### config.mk
export PLATFORM = sky130hd
export DESIGN_NAME = ps2_host_tx
export DESIGN_NICKNAME = d
export VERILOG_FILES = /design/src/rtl/ps2_host_tx.sv
export SDC_FILE = /design/constraint.sdc
export NUM_CORES = 1
export LEC_CHECK = 0
export CELL_PAD_IN_SITES_DETAIL_PLACEMENT = 1
export CELL_PAD_IN_SITES_GLOBAL_PLACEMENT = 1
export CORE_MARGIN = 3
export CORE_UTILIZATION = 35
export DETAILED_ROUTE_END_ITERATION = 10
export GPL_ROUTABILITY_DRIVEN = 0
export GPL_TIMING_DRIVEN = 0
export PLACE_DENSITY_LB_ADDON = 0.1
export SYNTH_ARGS = -nofsm -noshare
export SYNTH_HDL_FRONTEND = slang
export SYNTH_SLANG_ARGS = --single-unit
### constraint.sdc
create_clock -name clk -period 2.83 [get_ports clk]
set_input_delay 0.849 -clock clk [delete_from_list [all_inputs] [get_ports clk]]
set_output_delay 0.849 -clock clk [all_outputs]
set_load 0.01 [all_outputs]
### src/rtl/ps2_host_tx.sv
// PS/2 host-to-device command transmitter: inhibit, request-to-send, 10-bit frame, ack.
// Build option: define PS2_HOST_TX_ACK_CHECK_EN to turn a high data line at the ack clock into tx_err.
module ps2_host_tx #(
  parameter int INHIBIT_CYCLES = 6500,
  parameter int TIMEOUT_CYCLES = 1300000
) (
  input  logic       clk,
  input  logic       rst,
  input  logic [7:0] tx_data,
  input  logic       tx_start,
  input  logic       ps2_clk_in,
  input  logic       ps2_data_in,
  output logic       ps2_clk_oe,
  output logic       ps2_data_oe,
  output logic       busy,
  output logic       tx_done,
  output logic       tx_err
);

  // state    | meaning
  // IDLE     | lines released, waiting for tx_start
  // INHIBIT  | clock held low; data also pulled low in the last cycle
  // REQ      | clock released, start bit (data low) on the line
  // SHIFT    | data bits, parity, stop presented one per device falling edge
  // ACK      | data released, device ack sampled on the next falling edge

  localparam int IW = $clog2(INHIBIT_CYCLES + 1);
  localparam int TW = $clog2(TIMEOUT_CYCLES + 1);

`ifdef PS2_HOST_TX_ACK_CHECK_EN
  localparam bit ACK_CHECK = 1'b1;
`else
  localparam bit ACK_CHECK = 1'b0;
`endif

  typedef enum logic [2:0] {IDLE, INHIBIT, REQ, SHIFT, ACK} state_t;

  state_t        state;
  logic [1:0]    clk_sync;
  logic          clk_prev;
  logic [1:0]    data_sync;
  logic [9:0]    frame;
  logic [3:0]    bit_idx;
  logic [IW-1:0] inh_cnt;
  logic [TW-1:0] to_cnt;
  logic          fe;
  logic [3:0]    next_idx;

  assign fe       = clk_prev & ~clk_sync[1];
  assign next_idx = bit_idx + 4'd1;

  always_ff @(posedge clk) begin
    if (rst) begin
      state       <= IDLE;
      clk_sync    <= 2'b11;
      clk_prev    <= 1'b1;
      data_sync   <= 2'b11;
      frame       <= '0;
      bit_idx     <= '0;
      inh_cnt     <= '0;
      to_cnt      <= '0;
      ps2_clk_oe  <= 1'b0;
      ps2_data_oe <= 1'b0;
      busy        <= 1'b0;
      tx_done     <= 1'b0;
      tx_err      <= 1'b0;
    end else begin
      clk_sync  <= {clk_sync[0], ps2_clk_in};
      clk_prev  <= clk_sync[1];
      data_sync <= {data_sync[0], ps2_data_in};
      tx_done   <= 1'b0;
      tx_err    <= 1'b0;

      case (state)
        IDLE: begin
          ps2_clk_oe  <= 1'b0;
          ps2_data_oe <= 1'b0;
          busy        <= 1'b0;
          // busy is still high in the cycle of a done/err pulse, so a start there is dropped
          if (tx_start && !busy) begin
            frame       <= {1'b1, ~^tx_data, tx_data};
            busy        <= 1'b1;
            ps2_clk_oe  <= 1'b1;
            ps2_data_oe <= (INHIBIT_CYCLES == 1);
            inh_cnt     <= IW'(INHIBIT_CYCLES - 1);
            state       <= INHIBIT;
          end
        end

        INHIBIT: begin
          if (inh_cnt == '0) begin
            ps2_clk_oe  <= 1'b0;
            ps2_data_oe <= 1'b1;
            to_cnt      <= '0;
            state       <= REQ;
          end else begin
            inh_cnt <= inh_cnt - IW'(1);
            if (inh_cnt == IW'(1)) ps2_data_oe <= 1'b1;
          end
        end

        REQ, SHIFT, ACK: begin
          if (fe) begin
            to_cnt <= '0;
            case (state)
              REQ: begin
                bit_idx     <= '0;
                ps2_data_oe <= ~frame[0];
                state       <= SHIFT;
              end
              SHIFT: begin
                if (bit_idx == 4'd9) begin
                  ps2_data_oe <= 1'b0;
                  state       <= ACK;
                end else begin
                  bit_idx     <= next_idx;
                  ps2_data_oe <= ~frame[next_idx];
                end
              end
              default: begin
                if (ACK_CHECK && data_sync[1]) tx_err <= 1'b1;
                else                           tx_done <= 1'b1;
                state <= IDLE;
              end
            endcase
          end else if (to_cnt == TW'(TIMEOUT_CYCLES - 1)) begin
            ps2_clk_oe  <= 1'b0;
            ps2_data_oe <= 1'b0;
            tx_err      <= 1'b1;
            state       <= IDLE;
          end else begin
            to_cnt <= to_cnt + TW'(1);
          end
        end

        default: state <= IDLE;
      endcase
    end
  end

endmodule

Yosys cells after proc, flatten, opt, wreduce, memory -nomap -nowiden
Cells that the tools add are included.

word-level totals
  word-level logic and storage cells = 91
  input port bits = 13
  flip-flop bits (word level) = 59
  output and inout bits = 5

operators by class
  $lt $le $gt $ge = 1
  bitwise gates (word level) = 6
  eq/ne operators = 18
  add/sub/neg operators = 3
  reductions and logical operators = 20
  muxes and demuxes = 31

operator list
  kind                     count
  $mux W21                 3
  $pmux W21 S2             1
  $mux W13                 2
  $pmux W13 S2             1
  $add A21 B1 Y21 const B  1
  $eq A21 B21 Y1 const B   1
  $reduce_and A4 Y1        4
  $mux W3                  5
  $eq A13 B1 Y1 const B    1
  $logic_not A13 Y1        1
  $sub A13 B1 Y13 const B  1
  $ne A2 B2 Y1 const B     6
  $mux W1                  11
  $ne A3 B3 Y1 const B     3
  $pmux W3 S3              1
  $reduce_or A3 Y1         3
  $ne A4 B4 Y1 const B     2
  $pmux W4 S2              1
  $reduce_xnor A8 Y1       1
  $eq A3 B2 Y1 const B     2
  $pmux W1 S3              2
  $pmux W3 S2              1
  $reduce_and A3 Y1        2
  $reduce_bool A2 Y1       3
  other kinds (16)         20

Longest topological paths before layout
Gate-level depths: netlist (run 1).

  depth after elaboration = 8
  gate-level depth with buffers = 9
  mapped depth without buffers = 8

Least setup slack after synthesis (run 1)
Ideal clock, no wire load.

  path type = reg2reg
  start = reg to_cnt[8]
  end = reg state[0]
  path slack = 0.649 ns
  stages on the path, launching flop included = 7
  data required time = 2.763 ns
  arrival time = 2.113 ns
  period minus slack after synthesis = 2.181 ns
  buffers on the path = 0
  cell sequence = dfxtp_1 -> or4_4 -> nor4_4 -> nand3_2 -> a211o_1 -> a2111o_1 -> a21oi_2

on the way
  word-level cells in the longest chain between the ends = 3

RTL lines
  what                                RTL line  RTL
  start, declared                     45        logic [TW-1:0] to_cnt;
  start signal, assigned              132       to_cnt <= to_cnt + TW'(1);
  $eq A21 B21 Y1                      126       end else if (to_cnt == TW'(TIMEOUT_CYCLES - 1)) begin
  $ne A3 B3 Y1 (no source line)       n/a
  $reduce_and A4 Y1 (no source line)  n/a
  end signal, assigned                123       state <= IDLE;
  end signal, assigned                130       state <= IDLE;
  end signal, assigned                136       default: state <= IDLE;
  end, declared                       38        state_t state;

Every way passes these cells.
A chain may end at the register's enable or synchronous reset.

Final worst setup path (run 1)
  start = in tx_start
  end = reg inh_cnt[12]

on the way
  word-level cells in the longest chain between the ends = 3

RTL lines
  what                                RTL line  RTL
  start, declared                     10        input logic tx_start,
  $logic_and A1 B1 Y1                 80        if (tx_start && !busy) begin
  $ne A2 B2 Y1 (no source line)       n/a
  $reduce_and A3 Y1 (no source line)  n/a
  end signal, assigned                85        inh_cnt <= IW'(INHIBIT_CYCLES - 1);
  end signal, assigned                97        inh_cnt <= inh_cnt - IW'(1);
  end, declared                       44        logic [IW-1:0] inh_cnt;

Every way passes these cells.

==> qor.yml, run 1 <==
cts-root-buf: "clkbuf_8"
path_clk_slew_ps: 70
multi_input_area_sq_mm: 0.00177
cp_cell_sequence: "clkdlybuf4s50_1, nand2b_1, nand2b_1, clkbuf_1, o21ai_0, clkbuf_2, nand4_1, xor2_1, a21oi_1"
maxCapViolations: 0
synthAdderAreaFrac_pct: 2.48
synth_edf_count: 0
combPwrFrac_pct: 37.1
wl_met3_um: 246
p_seq_share_pct: 35.9
core_sq_mm: 0.00830
antenna_found_initial: 0
wl_per_cell_um: 16.1
place_ws_ps: -230
wl_met2_um: 3870
cp-endpoint: "inh_cnt[12]"
top_level_ports: 18
rr_startpoint: "state[1]"
fin_ws_ps: 264
ys_seq_area_share_pct: 39.0
p_int_mw: 1.91
rrSetupSlack_ps: 320
netlist_instances: 367
path_depth: 9
timing.rr.end: "to_cnt[17]"
synthMuxAreaShare_pct: 1.86
fin_skew_ps: 10.4
timing.fmax_mhz: 390
synth-simple-area-share_pct: 30.7
ant_nets: 0
path_max_fanout: 10
leakage_nw: 1.21
setup_viol: 0
crit_path_frequent_cell: "nand2b_1"
placed_area_sq_mm: 0.00331
syn_to_final_growth_pct: 17.0
total_power_mw: 3.09
cts_max_path_buffers: 2
cp_data_required_time_ps: 3040
ys_async_sr_fraction_pct: 0
synth_nets: 386
powerDensity_mw_per_mm2: 872
gr-total-overflow: 0
hold_slack_ps: 415
status: "finished, final reports clean"
worst_slew_pin_slew_ps: 698
dp.cells: 487
final_area_sq_mm: 0.00354
crit_slowest_cell: "clkdlybuf4s50_1"
h-tree-depth: 3
drt_wl_total_um: 8110
synth_ff_type: "dfxtp_1"
synth-compound-area-share_pct: 13.5
fin_crit_sh_pct: 90.7
setup.worst_path.start: "tx_start"
grt_max_degree: 11
cp-start-kind: "primary input"
finalSetupTns_ps: 0
diodes: 0
syn_area_sq_mm: 0.00303
hold_path.class: "reg -> reg"
drt-initial-drc-count: 66
drive_gt1_share_pct: 8.79
slew_headroom_pct: 53.5
yosys_warnings: 0
seqCellArea_sq_mm: 0.00118
cp.arrival_ps: 2780
stdcell_count: 503
initial_utilization_pct: 36.5
avgSynthCellArea_sq_um: 8.25
rsz0062_at_grt: "false"
crit_path_end_kind: "flip-flop"
fp.dieW_um: 99.0
cp_slowest_stage_delay_ps: 400
synth.distinct_cells: 48
numCtsBuffers: 9
fillers: 1001
drc: 0
hold_viol: 0
die_h_um: 99.0
viasPerCell: 5.34
ir_worst_vdd_v: 0.000488
synth_top_family_by_area: "simple AND/OR/NAND/NOR gates"
post-route-util_pct: 42.7
nNetsFinal: 412
crit_buf_inv: 3
drt-met1-wl_um: 3880
slew_viol_final: 0
clock_latency_ps: 350
path_class: "in -> reg"
grt_pass1_wl_um: 13800
period_minus_slack_ps: 2570
synthXorXnorAreaFrac_pct: 9.26
cp_top_family: "buffers and inverters"
reg2reg_depth: 7
grt_usage_pct: 17.6
hpwl_um: 5940
io_buffers: 15
dieArea_sq_mm: 0.00980
cts.sinks: 59
drt_first_pass_iters: 4
rows: 33
switchingPower_mw: 1.18
power.share.clock_pct: 26.9
switching_share_pct: 38.2
maxUsedRoutingLayer: "met4"
synth_seq_cells: 59
first_global_vias: 2835
vias: 2685
cts_tree: "done"
-- cell usage in the layout, fill, tap and decap left out, drive strengths merged, types with 3 or more instances in the layout --
cell type / instances
clkdlybuf4s50: 15
and3: 7
or4: 5
a21oi: 30
nand4: 19
clkbuf: 28
clkinv: 4
nand4b: 4
nor2: 48
nor4: 5
nand3: 14
inv: 8
o21ai: 11
or3: 5
xor2: 22
nor2b: 3
and2: 3
or2: 5
xnor2: 10
nor3: 8
nand2: 35
dfxtp: 59
ha: 6
nand3b: 4
nand2b: 9
a211oi: 5
-- power by group through the flow --
stage | Combinational [mW] | Sequential [mW] | Clock [mW]
finish | 1.15 | 1.11 | 0.832
global route | 1.32 | 1.13 | 0.886
CTS | 1.14 | 1.11 | 0.859
detailed placement | 1.13 | 1.13 | 0
global placement | 1.12 | 1.12 | 0
floorplan | 0.838 | 1.10 | 0
-- how the worst min path moves through the flow --
stage                      from     endpoint  slack [ps]  cells past startpoint
floorplan           clk_sync[0]  clk_sync[1]         390                      1
global placement    clk_sync[0]  clk_sync[1]         400                      1
detailed placement  clk_sync[0]  clk_sync[1]         400                      1
CTS                 clk_sync[0]  clk_sync[1]         420                      1
global route        clk_sync[0]  clk_sync[1]         440                      1
finish              clk_sync[0]  clk_sync[1]         420                      1
-- area by class of cell --
type	count	area share, %
clock inverter	6	2.26
inverter	8	0.847
clock buffer	10	3.60
timing repair buffer	15	4.24
buffer	18	1.98
sequential	59	33.3
tap	105	3.71
multi-input combinational	282	50.0
-- repair_timing --
action,4_1_cts,5_1_grt
buffers inserted,0,0
gates resized for setup,1,6
hold buffers,0,0
endpoints found under the setup margin,11,13
-- metal layers --
layer	up-vias	track usage (%)
met4	0	5.36
met3	12	4.67
met5	-	0
met2	33	29.2
met1	1280	22.4
li1	1360	-
-- kinds of logic (layout without fill, tap and decap cells) --
family | count (synthesis) | after routing
and+or+nand+nor | 176 | 176
adders and majority gates | 6 | 6
AOI/OAI and AO/OA | 65 | 65
DFF | 59 | 59
muxes | 3 | 3
buffers and inverters | 26 | 57
xor gates and xnor gates | 32 | 32
-- sequential cells by signal (all words and copies together) (netlist names) --
register	count
busy	1
tx_err	1
clk_sync	2
ps2_clk_oe	1
tx_done	1
bit_idx	4
to_cnt	21
ps2_data_oe	1
frame	10
state	3
inh_cnt	13
clk_prev	1
-- synth_stat cells (3+ instances only) --
cell type / n / area, sq um
and3_1: 7 / 43.8
xor2_1: 22 / 193
ha_1: 6 / 75.1
nand4_1: 19 / 119
nand2_1: 35 / 131
or3_1: 5 / 31.3
xnor2_1: 10 / 87.6
nand3_1: 13 / 65.1
nor3_1: 7 / 35.0
o21ai_0: 10 / 50.1
nor2b_1: 3 / 18.8
nand3b_1: 4 / 30.0
nand4b_1: 4 / 35.0
nor2_1: 48 / 180
clkbuf_1: 18 / 67.6
a211oi_1: 5 / 37.5
a21oi_1: 29 / 145
inv_1: 8 / 30.0
nand2b_1: 9 / 56.3
or2_2: 5 / 31.3
and2_1: 3 / 18.8
dfxtp_1: 59 / 1180
or4_1: 4 / 30.0
nor4_1: 3 / 18.8
(Power assumes the default switching activity.)
==> run 2: changes to the inputs <==
--- a/config.mk
+++ b/config.mk
@@ -13,6 +13,7 @@
 export GPL_ROUTABILITY_DRIVEN = 0
 export GPL_TIMING_DRIVEN = 0
 export PLACE_DENSITY_LB_ADDON = 0.1
+export SKIP_CTS_REPAIR_TIMING = 1
 export SYNTH_ARGS = -nofsm -noshare
 export SYNTH_HDL_FRONTEND = slang
 export SYNTH_SLANG_ARGS = --single-unit
==> run 2 against run 1 <==
- first-iteration DRC count down 24%
- non-clock buffer count did not move
- sequential power is essentially flat
- critical path type unchanged
- critical path depth stayed put
- largest cell class unchanged
- worst hold slack better by 1.8 ps
- clock skew barely moved
==> qor.yml, run 2 (synthesis results as in run 1) <==
period_minus_slack_ps: 2570
grt_pass1_wl_um: 13800
final_common_cell: "dfxtp_1"
largestRegisters: "to_cnt (21), inh_cnt (13), frame (10)"
cts_max_path_buffers: 2
viasPerCell: 5.32
worst_slew_pin_slew_ps: 695
largest_reg_flops: 21
crit_slowest_cell: "clkdlybuf4s50_1"
rsz0062_at_grt: "false"
wl_per_cell_um: 16.2
leakage_nw: 1.21
initial_utilization_pct: 36.5
cp_data_required_time_ps: 3050
setup_viol: 0
antenna_found_initial: 0
status: "finished, final reports clean"
numCtsBuffers: 9
grt_usage_pct: 17.7
slew_headroom_pct: 53.7
powerDensity_mw_per_mm2: 874
h-tree-depth: 3
drt_wl_total_um: 8160
cp_slowest_stage_delay_ps: 400
crit_path_end_kind: "flip-flop"
syn_to_final_growth_pct: 17.0
hold_path.class: "reg -> reg"
path_clk_slew_ps: 70
path_max_fanout: 10
rows: 33
nNetsFinal: 412
fillers: 1002
drt-initial-drc-count: 50
timing.fmax_mhz: 389
core_sq_mm: 0.00830
cp_cell_sequence: "clkdlybuf4s50_1, nand2b_1, nand2b_1, clkbuf_1, o21ai_0, clkbuf_2, nand4_1, xor2_1, a21oi_1"
finalSetupTns_ps: 0
gr-total-overflow: 0
total_power_mw: 3.10
cts_tree: "done"
diodes: 0
drc: 0
cp-start-kind: "primary input"
cts-root-buf: "clkbuf_8"
final_cell_mix: "59 x dfxtp_1, 48 x nor2_1, 35 x nand2_1, 29 x a21oi_1, 22 x xor2_1"
crit_path_frequent_cell: "nand2b_1"
first_global_vias: 2835
drt_first_pass_iters: 4
ant_nets: 0
grt_max_degree: 11
maxCapViolations: 0
vias: 2677
fin_crit_sh_pct: 90.7
cp.arrival_ps: 2780
cts.sinks: 59
fin_skew_ps: 10.3
clock_latency_ps: 350
ir_worst_vdd_v: 0.000488
hpwl_um: 5940
fp.dieW_um: 99.0
io_buffers: 15
path_class: "in -> reg"
die_h_um: 99.0
top_level_ports: 18
hold_viol: 0
crit_buf_inv: 3
regMostFlops: "to_cnt"
drive_gt1_share_pct: 8.79
dieArea_sq_mm: 0.00980
slew_viol_final: 0
cp_top_family: "buffers and inverters"
run 2: cell counts in the layout (fill, tap and decap cells not counted):
Identical to the previous run, type by type.
run 2: path summary, 6_finish.rpt:
| path | cells past startpoint | endpoint | slack (ps) | startpoint |
|---|---|---|---|---|
| max reg2reg | 7 | to_cnt[17] | 340 | state[1] |
| min | 1 | clk_sync[1] | 420 | clk_sync[0] |
| max | 9 | inh_cnt[12] | 260 | tx_start |
| min reg2reg | 1 | clk_sync[1] | 420 | clk_sync[0] |
run 2: final cells by class:
| type | count | area, sq um | area share, % |
|---|---|---|---|
| well taps | 105 | 131 | 3.71 |
| clock inverters | 6 | 80.1 | 2.26 |
| repair buffers | 15 | 150 | 4.24 |
| flip-flops and latches | 59 | 1180 | 33.3 |
| clock buffers | 10 | 128 | 3.60 |
| inverters | 8 | 30.0 | 0.847 |
| multi-input cells | 282 | 1770 | 50.0 |
| plain buffers | 18 | 70.1 | 1.98 |
run 2: power by group:
part	internal (mW)	switching [mW]
clock	0.490	0.344
sequential	0.978	0.133
combinational	0.444	0.707
run 2: per-stage QoR:
step | util (%) | cell area (sq um) | hold slack, ps | std cells | setup slack [ps]
3_3_place_gp | 39.9 | 3310 | 399 | 487 | -240
3_5_place_dp | 39.9 | 3310 | 405 | 487 | -230
2_1_floorplan | - | 3030 | 389 | 367 | 649
6_report | 42.7 | 3540 | 417 | 503 | 262
5_1_grt | 42.7 | 3540 | 437 | 503 | 52.7
4_1_cts | 42.4 | 3520 | 423 | 503 | -116
run 2: worst register-to-register path: cells and delay by family (launching register included):
kind	cells	cell delay [ps]
flops	1	340
buf+inv	1	350
compound gates	3	590
simple gates	3	1150
run 2: per-layer routing:
metal	up-vias	GRT usage (%)	wire length (um)	part of all wire, %
met5	-	0	0	0
met4	0	5.36	120	1.5
met3	13	4.67	211	2.6
met2	26	29.2	3920	48
met1	1279	22.5	3900	48
li1	1359	-	-	-
